===== config.mk =====
export PLATFORM = sky130hd
export DESIGN_NAME = muldiv_hilo_ctrl
export DESIGN_NICKNAME = d
export VERILOG_FILES = /design/src/rtl/muldiv_hilo_ctrl_pkg.sv /design/src/rtl/muldiv_hilo_ctrl_hilo_regfile.sv /design/src/rtl/muldiv_hilo_ctrl.sv
export SDC_FILE = /design/constraint.sdc
export NUM_CORES = 1
export LEC_CHECK = 0
export ABC_AREA = 1
export CORE_AREA = 2 2 169 171
export DETAILED_ROUTE_END_ITERATION = 8
export DIE_AREA = 0 0 171 173
export GPL_TIMING_DRIVEN = 0
export PLACE_DENSITY = 0.76
export SLEW_MARGIN = 20
export SYNTH_ARGS = -nofsm -noshare
export SYNTH_HDL_FRONTEND = slang
export SYNTH_HIERARCHICAL = 1
export SYNTH_SLANG_ARGS = --single-unit

===== constraint.sdc =====
create_clock -name clk -period 2.5 [get_ports clk]
set_input_delay 0.25 -clock clk [delete_from_list [all_inputs] [get_ports clk]]
set_output_delay 0.25 -clock clk [all_outputs]
set_load 0.005 [all_outputs]

===== src/rtl/muldiv_hilo_ctrl_pkg.sv =====
// Shared types for the HI/LO sequencer: HI/LO op codes, FSM states and
// op-class helpers used by the issue decode.
package muldiv_hilo_ctrl_pkg;

    typedef enum logic [3:0] {
        MULT  = 4'd0,
        MULTU = 4'd1,
        DIV   = 4'd2,
        DIVU  = 4'd3,
        MADD  = 4'd4,
        MADDU = 4'd5,
        MSUB  = 4'd6,
        MSUBU = 4'd7,
        MTHI  = 4'd8,
        MTLO  = 4'd9
    } op_e;

    typedef enum logic [2:0] {
        S_IDLE     = 3'd0,
        S_MUL_REQ  = 3'd1,
        S_MUL_WAIT = 3'd2,
        S_DIV_REQ  = 3'd3,
        S_DIV_WAIT = 3'd4
    } state_e;

    function automatic logic is_mul_op(input op_e op);
        return op inside {MULT, MULTU, MADD, MADDU, MSUB, MSUBU};
    endfunction

    function automatic logic is_div_op(input op_e op);
        return op inside {DIV, DIVU};
    endfunction

    function automatic logic is_acc_op(input op_e op);
        return op inside {MADD, MADDU, MSUB, MSUBU};
    endfunction

    function automatic logic is_signed_op(input op_e op);
        return op inside {MULT, DIV, MADD, MSUB};
    endfunction

    function automatic logic is_add_op(input op_e op);
        return op inside {MADD, MADDU};
    endfunction

endpackage


===== src/rtl/muldiv_hilo_ctrl_hilo_regfile.sv =====
// Architectural HI/LO storage with independent write enables and a read
// port that forwards a same-cycle write.
module hilo_regfile
    import muldiv_hilo_ctrl_pkg::*;
#(
    parameter int W = 32
) (
    input  logic         clk,
    input  logic         rst,
    input  logic         hi_we_i,
    input  logic [W-1:0] hi_wdata_i,
    input  logic         lo_we_i,
    input  logic [W-1:0] lo_wdata_i,
    input  logic         rd_sel_i,
    output logic [W-1:0] rd_data_o,
    output logic [W-1:0] hi_o,
    output logic [W-1:0] lo_o
);

    logic [W-1:0] hi_q, hi_d;
    logic [W-1:0] lo_q, lo_d;

    always_comb begin
        hi_d = hi_we_i ? hi_wdata_i : hi_q;
        lo_d = lo_we_i ? lo_wdata_i : lo_q;
    end

    // NOTE: reset is sampled on the clock edge only (synchronous, active-low);
    // state uses non-blocking assignments so every flop sees pre-edge values.
    always_ff @(posedge clk) begin
        if (!rst) begin
            hi_q <= '0;
            lo_q <= '0;
        end else begin
            hi_q <= hi_d;
            lo_q <= lo_d;
        end
    end

    // Reading the next-state value forwards any write landing this edge.
    assign rd_data_o = rd_sel_i ? hi_d : lo_d;
    assign hi_o      = hi_q;
    assign lo_o      = lo_q;

endmodule


===== src/rtl/muldiv_hilo_ctrl.sv =====
// EXE-stage sequencer for HI/LO-writing ops: one op in flight on the shared
// multiplier or divider, MFHI/MFLO stall and forwarding, flush cancel.
module muldiv_hilo_ctrl
    import muldiv_hilo_ctrl_pkg::*;
#(
    parameter int W = 32
) (
    input  logic           clk,
    input  logic           rst,
    input  logic           issue_valid,
    input  op_e            issue_op,
    input  logic [W-1:0]   issue_a,
    input  logic [W-1:0]   issue_b,
    output logic           issue_ready,
    input  logic           flush,
    input  logic           mf_req,
    input  logic           mf_sel,
    output logic [W-1:0]   mf_data,
    output logic           mf_stall,
    output logic           busy,
    output logic           mul_req,
    output logic           mul_signed,
    output logic           mul_acc,
    output logic           mul_addsub,
    output logic [2*W-1:0] mul_opnd,
    output logic [2*W-1:0] mul_hilo,
    input  logic           mul_opnd_ok,
    input  logic           mul_data_ok,
    input  logic [2*W-1:0] mul_res,
    output logic           mul_cancel,
    output logic           div_req,
    output logic           div_signed,
    output logic [2*W-1:0] div_opnd,
    input  logic           div_opnd_ok,
    input  logic           div_data_ok,
    input  logic [2*W-1:0] div_res,
    output logic           div_cancel
);

    state_e         state_q;
    logic [W-1:0]   a_q, b_q;
    logic [2*W-1:0] snap_q;
    logic           mul_req_q, mul_signed_q, mul_acc_q, mul_addsub_q, mul_cancel_q;
    logic           div_req_q, div_signed_q, div_cancel_q;

    logic           accept, mt_hi, mt_lo, mul_retire, div_retire, retire;
    logic [2*W-1:0] res;
    logic           hi_we, lo_we;
    logic [W-1:0]   hi_wdata, lo_wdata, hi, lo;

    assign issue_ready = (state_q == S_IDLE) && !flush;
    assign accept      = issue_valid && issue_ready;
    assign mt_hi       = accept && (issue_op == MTHI);
    assign mt_lo       = accept && (issue_op == MTLO);

    // A flush in the same cycle as data_ok drops the result.
    assign mul_retire = (state_q == S_MUL_WAIT) && mul_data_ok && !flush;
    assign div_retire = (state_q == S_DIV_WAIT) && div_data_ok && !flush;
    assign retire     = mul_retire || div_retire;
    assign res        = mul_retire ? mul_res : div_res;

    // Retire and MT accept are exclusive: accept happens only in IDLE.
    assign hi_we    = retire || mt_hi;
    assign lo_we    = retire || mt_lo;
    assign hi_wdata = retire ? res[2*W-1:W] : issue_a;
    assign lo_wdata = retire ? res[W-1:0]   : issue_a;

    hilo_regfile #(.W(W)) u_hilo (
        .clk        (clk),
        .rst        (rst),
        .hi_we_i    (hi_we),
        .hi_wdata_i (hi_wdata),
        .lo_we_i    (lo_we),
        .lo_wdata_i (lo_wdata),
        .rd_sel_i   (mf_sel),
        .rd_data_o  (mf_data),
        .hi_o       (hi),
        .lo_o       (lo)
    );

    always_ff @(posedge clk) begin
        if (!rst) begin
            state_q      <= S_IDLE;
            a_q          <= '0;
            b_q          <= '0;
            snap_q       <= '0;
            mul_req_q    <= 1'b0;
            mul_signed_q <= 1'b0;
            mul_acc_q    <= 1'b0;
            mul_addsub_q <= 1'b0;
            mul_cancel_q <= 1'b0;
            div_req_q    <= 1'b0;
            div_signed_q <= 1'b0;
            div_cancel_q <= 1'b0;
        end else begin
            mul_cancel_q <= 1'b0;
            div_cancel_q <= 1'b0;
            case (state_q)
                S_IDLE: begin
                    if (accept) begin
                        a_q    <= issue_a;
                        b_q    <= issue_b;
                        snap_q <= {hi, lo};
                        if (is_mul_op(issue_op)) begin
                            state_q      <= S_MUL_REQ;
                            mul_req_q    <= 1'b1;
                            mul_signed_q <= is_signed_op(issue_op);
                            mul_acc_q    <= is_acc_op(issue_op);
                            mul_addsub_q <= is_add_op(issue_op);
                        end else if (is_div_op(issue_op)) begin
                            state_q      <= S_DIV_REQ;
                            div_req_q    <= 1'b1;
                            div_signed_q <= is_signed_op(issue_op);
                        end
                    end
                end
                S_MUL_REQ, S_MUL_WAIT: begin
                    if (flush) begin
                        state_q      <= S_IDLE;
                        mul_req_q    <= 1'b0;
                        mul_cancel_q <= 1'b1;
                    end else if (state_q == S_MUL_REQ && mul_opnd_ok) begin
                        state_q   <= S_MUL_WAIT;
                        mul_req_q <= 1'b0;
                    end else if (state_q == S_MUL_WAIT && mul_data_ok) begin
                        state_q <= S_IDLE;
                    end
                end
                S_DIV_REQ, S_DIV_WAIT: begin
                    if (flush) begin
                        state_q      <= S_IDLE;
                        div_req_q    <= 1'b0;
                        div_cancel_q <= 1'b1;
                    end else if (state_q == S_DIV_REQ && div_opnd_ok) begin
                        state_q   <= S_DIV_WAIT;
                        div_req_q <= 1'b0;
                    end else if (state_q == S_DIV_WAIT && div_data_ok) begin
                        state_q <= S_IDLE;
                    end
                end
                default: state_q <= S_IDLE;
            endcase
        end
    end

    assign busy       = (state_q != S_IDLE);
    assign mf_stall   = mf_req && busy && !retire;
    assign mul_req    = mul_req_q;
    assign mul_signed = mul_signed_q;
    assign mul_acc    = mul_acc_q;
    assign mul_addsub = mul_addsub_q;
    assign mul_opnd   = {b_q, a_q};
    assign mul_hilo   = snap_q;
    assign mul_cancel = mul_cancel_q;
    assign div_req    = div_req_q;
    assign div_signed = div_signed_q;
    assign div_opnd   = {b_q, a_q};
    assign div_cancel = div_cancel_q;

endmodule


# Word level (Yosys, flattened, before mapping)
# Cells that the tools add are included.
[word_totals]
register_bits = 203
word_cells = 102
latchBits = 0
mem_bits_rw = 0
mem_bits_ro = 0
memories = 0
[classes]
multipliers = 0
n_lt_le_gt_ge = 0
n_mux = 28
reduce_logical = 37
shifts = 0
n_addsub = 0
n_div = 0
n_bitwise = 1
eq_ne = 22
[op_table]
columns = ["op", "n"]
rows = [
  ["32-bit 2-to-1 mux", 5],
  ["64-bit 2-to-1 mux", 1],
  ["3-bit 2-to-1 mux", 9],
  ["4-bit by 3-bit == test with 1-bit output (second input constant)", 4],
  ["1-bit logical AND", 12],
  ["4-bit AND reduction", 3],
  ["1-bit 2-to-1 mux", 10],
  ["3-bit one-hot mux with 3 select lines", 1],
  ["4-bit by 2-bit == test with 1-bit output (second input constant)", 2],
  ["4-bit == test (second input constant)", 2],
  ["4-bit inequality test (second input constant)", 2],
  ["2-bit nonzero test", 4],
  ["4-bit nonzero test", 2],
  ["3-bit by 2-bit == test with 1-bit output (second input constant)", 2],
  ["3-bit inequality test (second input constant)", 2],
  ["2-bit AND reduction", 3],
  ["6-bit nonzero test", 1],
  ["5-bit AND reduction", 1],
  ["4-bit by 1-bit == test with 1-bit output (second input constant)", 1],
  ["4-bit logical NOT", 1],
  ["2-bit by 1-bit inequality test with 1-bit output (second input constant)", 2],
  ["2-bit inequality test (second input constant)", 2],
  ["1-bit one-hot mux with 2 select lines", 2],
  ["2-bit OR reduction", 2],
  ["9 further kinds", 12],
]

# Depth between registers and ports, before layout
# Gate-level depths: netlist of run 1.
[depth]
word_depth = 7
mapped_depth = 14

# Hierarchy
# The synthesis of run 1 kept the hierarchy.
[modules_own_cells]
columns = ["module", "seq_area_each_um2", "area_per_inst_um2", "cells_per_inst", "instances"]
rows = [
  ["muldiv_hilo_ctrl", 2782.7, 6927.9, 949, 1],
  ["hilo_regfile", 1281.2, 3807.4, 575, 1],
]

# Worst setup path before layout of run 1
# No wires, ideal clock.
[synth_path]
path_type = "register to output"
startpoint = "register state_q[0]"
endpoint = "output mf_data[10]"
required_ns = 2.250
stages_incl_launch_ff = 15
path_slack_ns = 0.421
n_path_buf = 3
t_arrival_ns = 1.829
path_cell_list = "dfxtp_1 -> nor2_4 -> nand2_4 -> nor2_4 -> nand2_2 -> inv_2 -> buf_4 -> nand4_1 -> o21ai_0 -> buf_6 -> inv_8 -> buf_12 -> nand2_4 -> nand3_1 -> nand2_1"
[synth_between]
elab_chain_len = 7
[synth_lines]
columns = ["element", "line", "rtl"]
rows = [
  ["from (decl)", "muldiv_hilo_ctrl.sv:40", "state_e state_q;"],
  ["from (signal assigned)", "muldiv_hilo_ctrl.sv:83", "state_q <= S_IDLE;"],
  ["from (signal assigned)", "muldiv_hilo_ctrl.sv:105", "state_q <= S_MUL_REQ;"],
  ["from (signal assigned)", "muldiv_hilo_ctrl.sv:111", "state_q <= S_DIV_REQ;"],
  ["3-bit logical NOT", "muldiv_hilo_ctrl.sv:51", "assign issue_ready = (state_q == S_IDLE) && !flush;"],
  ["1-bit logical AND", "muldiv_hilo_ctrl.sv:51", ""],
  ["via issue_ready", "muldiv_hilo_ctrl.sv:14", "output logic issue_ready,"],
  ["1-bit logical AND", "muldiv_hilo_ctrl.sv:52", "assign accept = issue_valid && issue_ready;"],
  ["1-bit logical AND", "muldiv_hilo_ctrl.sv:53", "assign mt_hi = accept && (issue_op == MTHI);"],
  ["1-bit logical OR", "muldiv_hilo_ctrl.sv:63", "assign hi_we = retire || mt_hi;"],
  ["via hi_we", "muldiv_hilo_ctrl.sv:48", "logic hi_we, lo_we;"],
  ["32-bit 2-to-1 mux", "muldiv_hilo_ctrl_hilo_regfile.sv:24", "hi_d = hi_we_i ? hi_wdata_i : hi_q;"],
  ["32-bit 2-to-1 mux", "muldiv_hilo_ctrl_hilo_regfile.sv:41", "assign rd_data_o = rd_sel_i ? hi_d : lo_d;"],
  ["to (decl)", "muldiv_hilo_ctrl.sv:18", "output logic [W-1:0] mf_data,"],
]
# The timed path passes the listed nets, and every way through them passes these cells.

# Final worst setup path of run 1
[layout_path]
startpoint = "register state_q[0]"
endpoint = "output mf_data[16]"
[layout_between]
elab_chain_len = 7
[layout_lines]
columns = ["element", "line", "rtl"]
rows = [
  ["3-bit by 2-bit == test with 1-bit output, or another cell as far along", "muldiv_hilo_ctrl.sv:57", "assign mul_retire = (state_q == S_MUL_WAIT) && mul_data_ok && !flush;"],
  ["1-bit logical AND (on tied branches)", "muldiv_hilo_ctrl.sv:57, muldiv_hilo_ctrl.sv:51, muldiv_hilo_ctrl.sv:58", ""],
  ["1-bit logical AND (on tied branches)", "muldiv_hilo_ctrl.sv:57, muldiv_hilo_ctrl.sv:52, muldiv_hilo_ctrl.sv:58", ""],
  ["1-bit logical OR or 1-bit logical AND (tied branches)", "muldiv_hilo_ctrl.sv:59, muldiv_hilo_ctrl.sv:54", ""],
  ["1-bit logical OR *", "muldiv_hilo_ctrl.sv:64", "assign lo_we = retire || mt_lo;"],
  ["via lo_we", "muldiv_hilo_ctrl.sv:48", ""],
  ["32-bit 2-to-1 mux *", "muldiv_hilo_ctrl_hilo_regfile.sv:25", "lo_d = lo_we_i ? lo_wdata_i : lo_q;"],
  ["32-bit 2-to-1 mux *", "muldiv_hilo_ctrl_hilo_regfile.sv:41", ""],
]
# The timed path passes the listed nets; every way through them passes the cells marked *.

==> qor.csv, run 1 <==
metric,value,unit
status,"finished, violations left",
failing checks,negative setup slack,
CP Max Fanout,10,
DR vias,11900,
Final setup viols,33,
"Core Util, Final",63.0,%
setup tns final,-10.82,ns
die area,0.0296,sq mm
Post-DP HPWL,34900,microns
mux cell area share after synthesis,0,%
post-layout min period,2.88,ns
Die Width,171,microns
skew final,0.00730,ns
"Area growth, synth to finish",62.1,%
crit end category,output pin,
clock-pin slew on the worst setup and hold paths,0.06,ns
Yosys cell types,33,
adder-cell share of the synthesized area,0,%
CTS Hold Bufs,0,
power per cell area,817,mW/mm^2
Mapped Nets,1730,
Post-Route WL,45000,microns
global-route wire length before repair,65900,microns
die height,173,microns
Startpoint Class,flip-flop,
Max-slew headroom,57.3,%
DRT iter0 DRCs,804,
"Seq/Total Area, Yosys",37.9,%
hold crit path type,in2reg,
"FF+latch count, synth",203,
Register Area,0.00407,sq mm
fin crit share,115,%
"EDFF count, synth",0,
largest family of logic cells by synthesized area,simple AND/OR/NAND/NOR gates,
CTS tree,built,
M3 GR Usage,4.94,%
Static Leak,7.30,nW
final instance area,0.0174,sq mm
Wirelength per Cell,18.5,microns
most frequent cells in the layout,"clkdlybuf4s50_1, nand2_1, dfxtp_1",
fillers,2519,
I/O pin count,441,
Reg2Reg Setup Slack,0.33,ns
layout cells sized above 1,25.0,%
Vias/cell,4.88,
RSZ-0062 raised after global routing,yes,
pin count of the biggest net entering global routing,14,
WS Path Type,reg2out,
CP endpoint,mf_data[16],
CTS Buffer Depth,3,
Clock H-tree levels,1,
clk sinks,203,
Worst Path Required,2.25,ns
Critical path origin,state_q[0],
DRC violations left,0,
top_reg_cell synth,dfxtp_1,
Mapped Area,0.0107,sq mm
final worst slack,-0.379,ns
met1 global-route usage,34.9,%
Max Transition Viols Final,0,
Fmax,347,MHz
Peak VDD IR,545,uV
Compound-Gate Fraction of Synth Area,15.5,%
Total Power,14.2,mW
Post-Synth Simple-Gate Area,29.8,%
GR Layer Usage met2,49.3,%
vias in the first global route,11700,
worst skew pair latency,0.50,ns
Core Footprint,0.0276,sq mm
Layout Nets,2239,
GRT Overall Usage,28.7,%
1st-pass router iterations,5,
crit path DAT,2.63,ns
Async SR Flop Fraction,0,%
footprint of the multi-input gates,0.00530,sq mm
Synth Area in XOR/XNOR,0,%
Syn. warnings,6,
syn avg cell area,7.04,sq um
R2R cell count,15,
initial antenna violation count,9,
CTS Buf Count,23,
max-cap violation count,0,
row count,61,
RR Endpoint,u_hilo/hi_o[18],
"most common cell after layout, fill and taps aside",clkdlybuf4s50_1,
Initial Util,38.9,%
post-synthesis cell count,1524,
area of placed instances,0.0156,sq mm
R2R Path Start,state_q[0],
routability cong.,0.944,
Detail Route Antenna Nets,0,
Root Driver,clkbuf_16,
IO Port Bufs,439,
final hold violation count,0,
Most Crowded Layer GR,met2,
Tightest Pin Transition,0.640,ns
total congestion overflow,0,
==> cell families after synthesis <==
group,Yosys count
flops,203
simple gates,674
buf+inv,344
compound gates,303
==> worst max-delay path: stages (launching register included) <==
cell and delay [ns]:
dfxtp_4 0.37, nor2_4 0.15, nand2_4 0.08, nor2_4 0.12
nand2_4 0.10, inv_8 0.09, nand4_1 0.17, o21ai_1 0.20
buf_6 0.16, buf_4 0.12, buf_8 0.13, nand2_1 0.12
nand3_1 0.11, nand2_1 0.05, buf_2 0.14
==> worst min-delay path by stage <==
stage,depth (start not counted),to,startpoint
after floorplan,1,div_signed,issue_op[0]
after global placement,2,mul_hilo[29],u_hilo/lo_o[29]
after detailed placement,2,mul_hilo[26],u_hilo/lo_o[26]
after CTS,3,b_q[4],issue_b[4]
after global routing,3,b_q[17],issue_b[17]
final,3,b_q[4],issue_b[4]
==> layout make-up <==
| cell class | count | area share (%) |
|---|---|---|
| antenna | 8 | 0.115 |
| sequential | 203 | 23.4 |
| tap | 378 | 2.72 |
| clock inverter | 11 | 1.36 |
| clock buffer | 30 | 3.75 |
| multi-input combinational | 977 | 30.4 |
| timing repair inverter | 1 | 0.0216 |
| buffer | 157 | 6.77 |
| inverter | 186 | 4.20 |
| timing repair buffer | 484 | 27.2 |
==> routing by layer <==
metal	share of wire (%)	wire, microns
met3	7.2	3230
met1	40	18200
met2	48	21600
met4	4.4	1960
met5	0.029	13
==> report_power, final <==
part	internal, mW	leakage, nW	switching (mW)	total [mW]
registers	3.67	1.65	0.313	3.98
logic	2.97	5.21	3.30	6.27
clock network	2.55	0.433	1.40	3.95
==> cell usage after synthesis (3+ instances only) <==
cell	n	area (sq um)
nand2_1	363	1360
dfxtp_1	203	4060
inv_1	177	664
a21oi_1	134	671
o21ai_0	81	405
nand3_1	75	375
buf_4	72	541
nor2_1	65	244
nand2_2	62	388
buf_2	46	230
o211ai_1	46	345
nor2_2	32	200
or2_2	25	156
o21ai_1	22	110
nand2_4	21	236
or2_1	21	131
clkbuf_1	18	67.6
o22ai_1	18	113
buf_6	16	180
inv_2	6	22.5
nand4_1	4	25.0
nor2_4	4	45.0
buf_12	3	60.1
==> timing repair <==
| action | 4_1_cts | 5_1_grt |
|---|---|---|
| buffers inserted | 25 | 15 |
| gates resized for setup | 218 | 87 |
| endpoints found under the setup margin | 95 | 33 |
| endpoints found under the hold margin | 0 | 0 |
| cloned | 5 | 2 |
| pin swaps | 34 | 32 |
==> sequential cells by signal, summed over array words and instances, names as in the netlist <==
name / flops
mul_req: 1
div_signed: 1
u_hilo/hi_o: 32
mul_addsub: 1
mul_cancel: 1
u_hilo/lo_o: 32
div_req: 1
mul_acc: 1
state_q: 3
mul_hilo: 64
div_cancel: 1
mul_signed: 1
b_q: 32
a_q: 32
==> per-stage QoR <==
step,setup slack [ns],instances,hold WS [ns]
2_1_floorplan,0.421,1524,0.340
3_3_place_gp,-1.22,2341,0.444
3_5_place_dp,-1.22,2341,0.455
4_1_cts,-0.478,2412,0.289
5_1_grt,-0.487,2435,0.292
6_report,-0.379,2435,0.301
No activity file was read; power rests on OpenSTA's default activity.
==> run 2, diff against run 1 <==
Settings changed: CAP_MARGIN set to 20, CORE_AREA 2 2 169 171 to 2 2 172 174, DIE_AREA 0 0 171 173 to 0 0 174 176, PLACE_DENSITY 0.76 to 0.74.
Clock period 2.5 ns to 3.6 ns, I/O delays scaled along.
==> qor.csv, run 2 (synthesis results as in run 1) <==
metric,value,unit,change
Post-DP HPWL,35900,microns,was 34900 microns
crit path DAT,3.09,ns,was 2.63 ns
CTS tree,built,,unchanged
DR vias,11600,,was 11900
power per cell area,553,mW/mm^2,was 817 mW/mm^2
post-layout min period,3.45,ns,
end of the worst hold path,b_q[10],,was b_q[4]
"Area growth, synth to finish",53.3,%,was 62.1%
"Core Util, Final",57.7,%,was 63.0%
Post-Route WL,44700,microns,was 45000 microns
Net Switching,3.27,mW,was 5.01 mW
Most Crowded Layer GR,met2,,unchanged
final hold violation count,0,,unchanged
initial antenna violation count,5,,was 9
Clk pwr share,26.6,%,was 27.8%
GR Layer Usage met2,49.2,%,was 49.3%
status,"complete, no violations",,"was finished, violations left"
Die Width,174,microns,was 171 microns
Worst Path Required,3.24,ns,was 2.25 ns
Startpoint Class,flip-flop,,unchanged
pre-CTS setup slack,-0.331,ns,was -1.22 ns
WS Path Type,reg2out,,unchanged
Tightest Pin Transition,0.683,ns,was 0.640 ns
hold crit path type,in2reg,,unchanged
CTS Buffer Depth,3,,unchanged
Max Transition Viols Final,0,,unchanged
worst skew pair latency,0.52,ns,was 0.50 ns
skew final,0.00895,ns,was 0.00730 ns
most frequent cells in the layout,"clkdlybuf4s50_1, nand2_1, dfxtp_1",,unchanged
Reg power frac,30.4,%,was 28.0%
footprint of the multi-input gates,0.00487,sq mm,was 0.00530 sq mm
Final setup viols,0,,was 33
CP Max Fanout,10,,unchanged
IO Port Bufs,439,,unchanged
Wirelength per Cell,18.7,microns,was 18.5 microns
"most common cell after layout, fill and taps aside",clkdlybuf4s50_1,,unchanged
final worst slack,0.155,ns,was -0.379 ns
die height,176,microns,was 173 microns
Max-slew headroom,54.4,%,was 57.3%
CTS Hold Bufs,0,,unchanged
Register Area,0.00407,sq mm,about the same
Detail Route Antenna Nets,0,,unchanged
global-route wire length before repair,66200,microns,was 65900 microns
Total Power,9.10,mW,was 14.2 mW
clock-pin slew on the worst setup and hold paths,0.06,ns,about the same
I/O pin count,441,,unchanged
total congestion overflow,0,,unchanged
placed cell count,2347,,was 2341
Initial Util,37.6,%,was 38.9%
CTS Buf Count,24,,was 23
Static Leak,6.80,nW,was 7.30 nW
Worst Min Path Start,issue_b[10],,was issue_b[4]
routability cong.,0.930,,was 0.944
Internal Power,5.83,mW,was 9.20 mW
RR Endpoint,u_hilo/hi_o[20],,was u_hilo/hi_o[18]
R2R Path Start,state_q[2],,was state_q[0]
1st-pass router iterations,5,,unchanged
Vias/cell,4.83,,was 4.88
Root Driver,clkbuf_16,,unchanged
R2R cell count,11,,was 15
die area,0.0306,sq mm,was 0.0296 sq mm
GRT Overall Usage,28.0,%,was 28.7%
max-cap violation count,0,,unchanged
Clock H-tree levels,1,,unchanged
combinational share of power,43.0,%,was 44.1%
pin count of the biggest net entering global routing,13,,was 14
max FFs per register,64,,unchanged
DRT iter0 DRCs,676,,was 804
DRC violations left,0,,unchanged
clk sinks,203,,unchanged
M3 GR Usage,5.60,%,was 4.94%
fillers,2757,,was 2519
Layout Nets,2197,,was 2239
setup tns final,0,ns,was -10.82 ns
hold depth,3,,unchanged
Reg2Reg Setup Slack,1.48,ns,was 0.33 ns
fin crit share,95.7,%,
vias in the first global route,11400,,was 11700
Fmax,290,MHz,
crit end category,output pin,,unchanged
row count,62,,was 61
Post-Layout Cell Count,2396,,was 2435
Core Footprint,0.0285,sq mm,was 0.0276 sq mm
Peak VDD IR,369,uV,was 545 uV
met1 global-route usage,33.5,%,was 34.9%
Sw Ratio,35.9,%,was 35.3%
layout cells sized above 1,16.9,%,was 25.0%
[run 2: changes by cell type in the layout (fill, tap and decap cells not counted), sizes merged]
cell and change:
clkinv +1, clkdlybuf4s50 +31, bufinv -6, dlymetal6s2s +1
diode -4, buf -68
[run 2: area by class of cell]
cell class	instances	area share (%)
multi-input combinational	977	29.6
timing repair buffer	442	26.8
buffer	157	6.69
clock inverter	7	0.448
sequential	203	24.7
clock buffer	36	4.36
inverter	186	4.38
tap	384	2.92
antenna	4	0.0608
[run 2: metrics by stage]
step | cell area (sq um) | hold slack, ns
after floorplan | 10700 | 0.439
after global placement | 15600 | 0.440
after detailed placement | 15600 | 0.441
after CTS | 16400 | 0.377
after global routing | 16500 | 0.393
final | 16500 | 0.393
[run 2: critical path, stage by stage, from the launching register on]
cell	delay, ns
dfxtp_1	0.34
inv_2	0.17
nand4_4	0.18
inv_4	0.16
clkbuf_1	0.32
or2_2	0.19
o211ai_1	0.07
o21ai_0	0.23
inv_1	0.09
nand2_1	0.10
nand3_1	0.12
nand2_1	0.11
clkdlybuf4s50_1	0.50
[run 2: per-layer routing]
| metal | part of all wire (%) | up-vias |
|---|---|---|
| li1 | - | 5684 |
| met1 | 40 | 5300 |
| met2 | 48 | 506 |
| met3 | 7.5 | 89 |
| met4 | 3.9 | 4 |
| met5 | 0.058 | - |
[run 2: timing repair]
action	in CTS	in global routing
resized for setup	10	11
buffers inserted	1	2
endpoints found under the setup margin	32	31
pin swaps	0	5
[run 2: worst max-delay path by stage]
stage,from,end,slack [ns]
global placement,flush,mf_data[2],-0.28
global route,state_q[2],mf_data[2],-0.001
floorplan,state_q[0],mf_data[10],1.41
CTS,state_q[0],mf_data[2],0.05
detailed placement,flush,mf_data[2],-0.33
finish,state_q[2],mf_data[4],0.15
[run 2: power by group through the flow]
stage                     sequential (mW)  combinational [mW]  clock, mW
after global placement               2.80                3.81          0
after detailed placement             2.80                3.85          0
after floorplan                      2.76                2.13          0
after CTS                            2.76                3.89       2.46
final                                2.76                3.92       2.42
after global routing                 2.80                4.26       2.56
==> run 3, diff against run 2 <==
Settings changed: CTS_CLUSTER_SIZE set to 14.
==> qor.csv, run 3 (synthesis results as in run 1) <==
metric,value,unit,change
"Area growth, synth to finish",53.2,%,was 53.3%
Critical path origin,state_q[1],,was state_q[2]
skew final,0.0192,ns,was 0.00895 ns
most frequent cells in the layout,"clkdlybuf4s50_1, nand2_1, dfxtp_1",,unchanged
DRC violations left,0,,unchanged
layout cells sized above 1,17.1,%,was 16.9%
final hold violation count,0,,unchanged
placed cell count,2347,,unchanged
final instance area,0.0164,sq mm,was 0.0165 sq mm
critical path's top delay family,buffers and inverters,,unchanged
worst stage delay on the critical path,0.51,ns,was 0.50 ns
Total Power,9.03,mW,was 9.10 mW
total congestion overflow,0,,unchanged
GRT Overall Usage,28.0,%,about the same
DRT iter0 DRCs,766,,was 676
vias in the first global route,11400,,about the same
Post-Layout Cell Count,2395,,was 2396
area of placed instances,0.0156,sq mm,unchanged
Post-DP HPWL,35900,microns,unchanged
Initial Util,37.6,%,unchanged
pin count of the biggest net entering global routing,13,,unchanged
CTS Buf Count,24,,unchanged
fin crit share,96.0,%,was 95.7%
Final setup viols,0,,unchanged
status,"complete, no violations",,unchanged
max FFs per register,64,,unchanged
Clock H-tree levels,1,,unchanged
Startpoint Class,flip-flop,,unchanged
Post-Route WL,44600,microns,was 44700 microns
WP buf/inv,4,,was 5
die area,0.0306,sq mm,unchanged
Max-slew headroom,53.0,%,was 54.4%
I/O pin count,441,,unchanged
Static Leak,6.81,nW,was 6.80 nW
Detail Route Antenna Nets,0,,unchanged
row count,62,,unchanged
CTS Hold Bufs,0,,unchanged
Wirelength per Cell,18.6,microns,was 18.7 microns
IO Port Bufs,439,,unchanged
CTS Buffer Depth,3,,unchanged
worst skew pair latency,0.53,ns,was 0.52 ns
Worst Min Path Start,issue_b[10],,unchanged
Layout Nets,2199,,was 2197
Root Driver,clkbuf_16,,unchanged
power per cell area,549,mW/mm^2,was 553 mW/mm^2
initial antenna violation count,5,,unchanged
Peak VDD IR,389,uV,was 369 uV
WS Path Type,reg2out,,unchanged
CTS tree,built,,unchanged
DR vias,11500,,was 11600
Core Footprint,0.0285,sq mm,unchanged
crit end category,output pin,,unchanged
Hold WS,0.389,ns,was 0.393 ns
routability cong.,0.930,,unchanged
crit path DAT,3.10,ns,was 3.09 ns
1st-pass router iterations,5,,unchanged
hold crit path type,in2reg,,unchanged
CP Max Fanout,10,,unchanged
global-route wire length before repair,66100,microns,was 66200 microns
max-cap violation count,0,,unchanged
post-layout min period,3.46,ns,was 3.45 ns
hold depth,3,,unchanged
R2R Path Start,state_q[2],,unchanged
CP max-delay cell,clkdlybuf4s50_1,,unchanged
"critical path, cell by cell","nor2_4, nand3_1, a21oi_2, buf_4, buf_6, o211ai_1, o21ai_1, inv_1, nand2_1, nand3_1, nand2_1, clkdlybuf4s50_1",,"was inv_2, nand4_4, inv_4, clkbuf_1, or2_2, o211ai_1, o21ai_0, inv_1, nand2_1, nand3_1, nand2_1, clkdlybuf4s50_1"
clk sinks,203,,unchanged
die height,176,microns,unchanged
"most common cell after layout, fill and taps aside",clkdlybuf4s50_1,,unchanged
Worst Path Required,3.24,ns,about the same
Tightest Pin Transition,0.704,ns,was 0.683 ns
Die Width,174,microns,unchanged
Fmax,289,MHz,was 290 MHz
R2R cell count,11,,unchanged
number of cells on the critical path,12,,unchanged
Max Transition Viols Final,0,,unchanged
clock-pin slew on the worst setup and hold paths,0.06,ns,about the same
Vias/cell,4.81,,was 4.83
==> run 3: path summary, 6_finish.rpt <==
check        slack (ns)         endpoint
max                0.14       mf_data[7]
min                0.39          b_q[10]
max reg2reg        1.48  u_hilo/hi_o[10]
min reg2reg        0.45          mul_req
==> run 3: stage by stage <==
step           util [%]  setup slack [ns]  setup TNS, ns
2_1_floorplan         -              1.41              0
3_3_place_gp       54.7            -0.284          -7.37
3_5_place_dp       54.7            -0.331          -9.34
4_1_cts            57.4            0.0542              0
5_1_grt            57.6         -0.000695      -0.000695
6_report           57.6             0.143              0
==> run 3: worst register-to-register path: cells and delay by family (launching register included) <==
kind	cells	cell delay, ns
AOI/OAI and AO/OA	2	0.43
and+or+nand+nor	5	0.57
DFF	1	0.33
buffers and inverters	4	0.68
==> run 3: where the power goes <==
| part | switching (mW) | internal (mW) | total, mW |
|---|---|---|---|
| Clock | 0.956 | 1.38 | 2.33 |
| Combinational | 2.08 | 1.85 | 3.93 |
| Sequential | 0.217 | 2.55 | 2.76 |
| Total | 3.25 | 5.78 | 9.03 |
==> run 3: layout make-up <==
type,count,area (sq um)
inverters,186,721
flip-flops and latches,203,4070
plain buffers,157,1100
clock inverters,6,37.5
multi-input cells,977,4870
diodes,4,10.0
repair buffers,444,4440
clock buffers,34,719
fillers,2762,12100
well taps,384,480
==> run 3: timing repair <==
action	CTS	global route
buffers inserted	1	4
pin swaps	0	6
setup endpoints to repair	32	31
resized for setup	10	14
==> run 3: routing by layer <==
metal	global-route usage, %	wire (microns)	part of all wire (%)	vias to the layer above
met3	5.43	3200	7.2	89
li1	-	-	-	5685
met1	33.5	18200	41	5257
met5	0	26	0.058	-
met2	49.4	21600	48	481
met4	11.3	1660	3.7	4
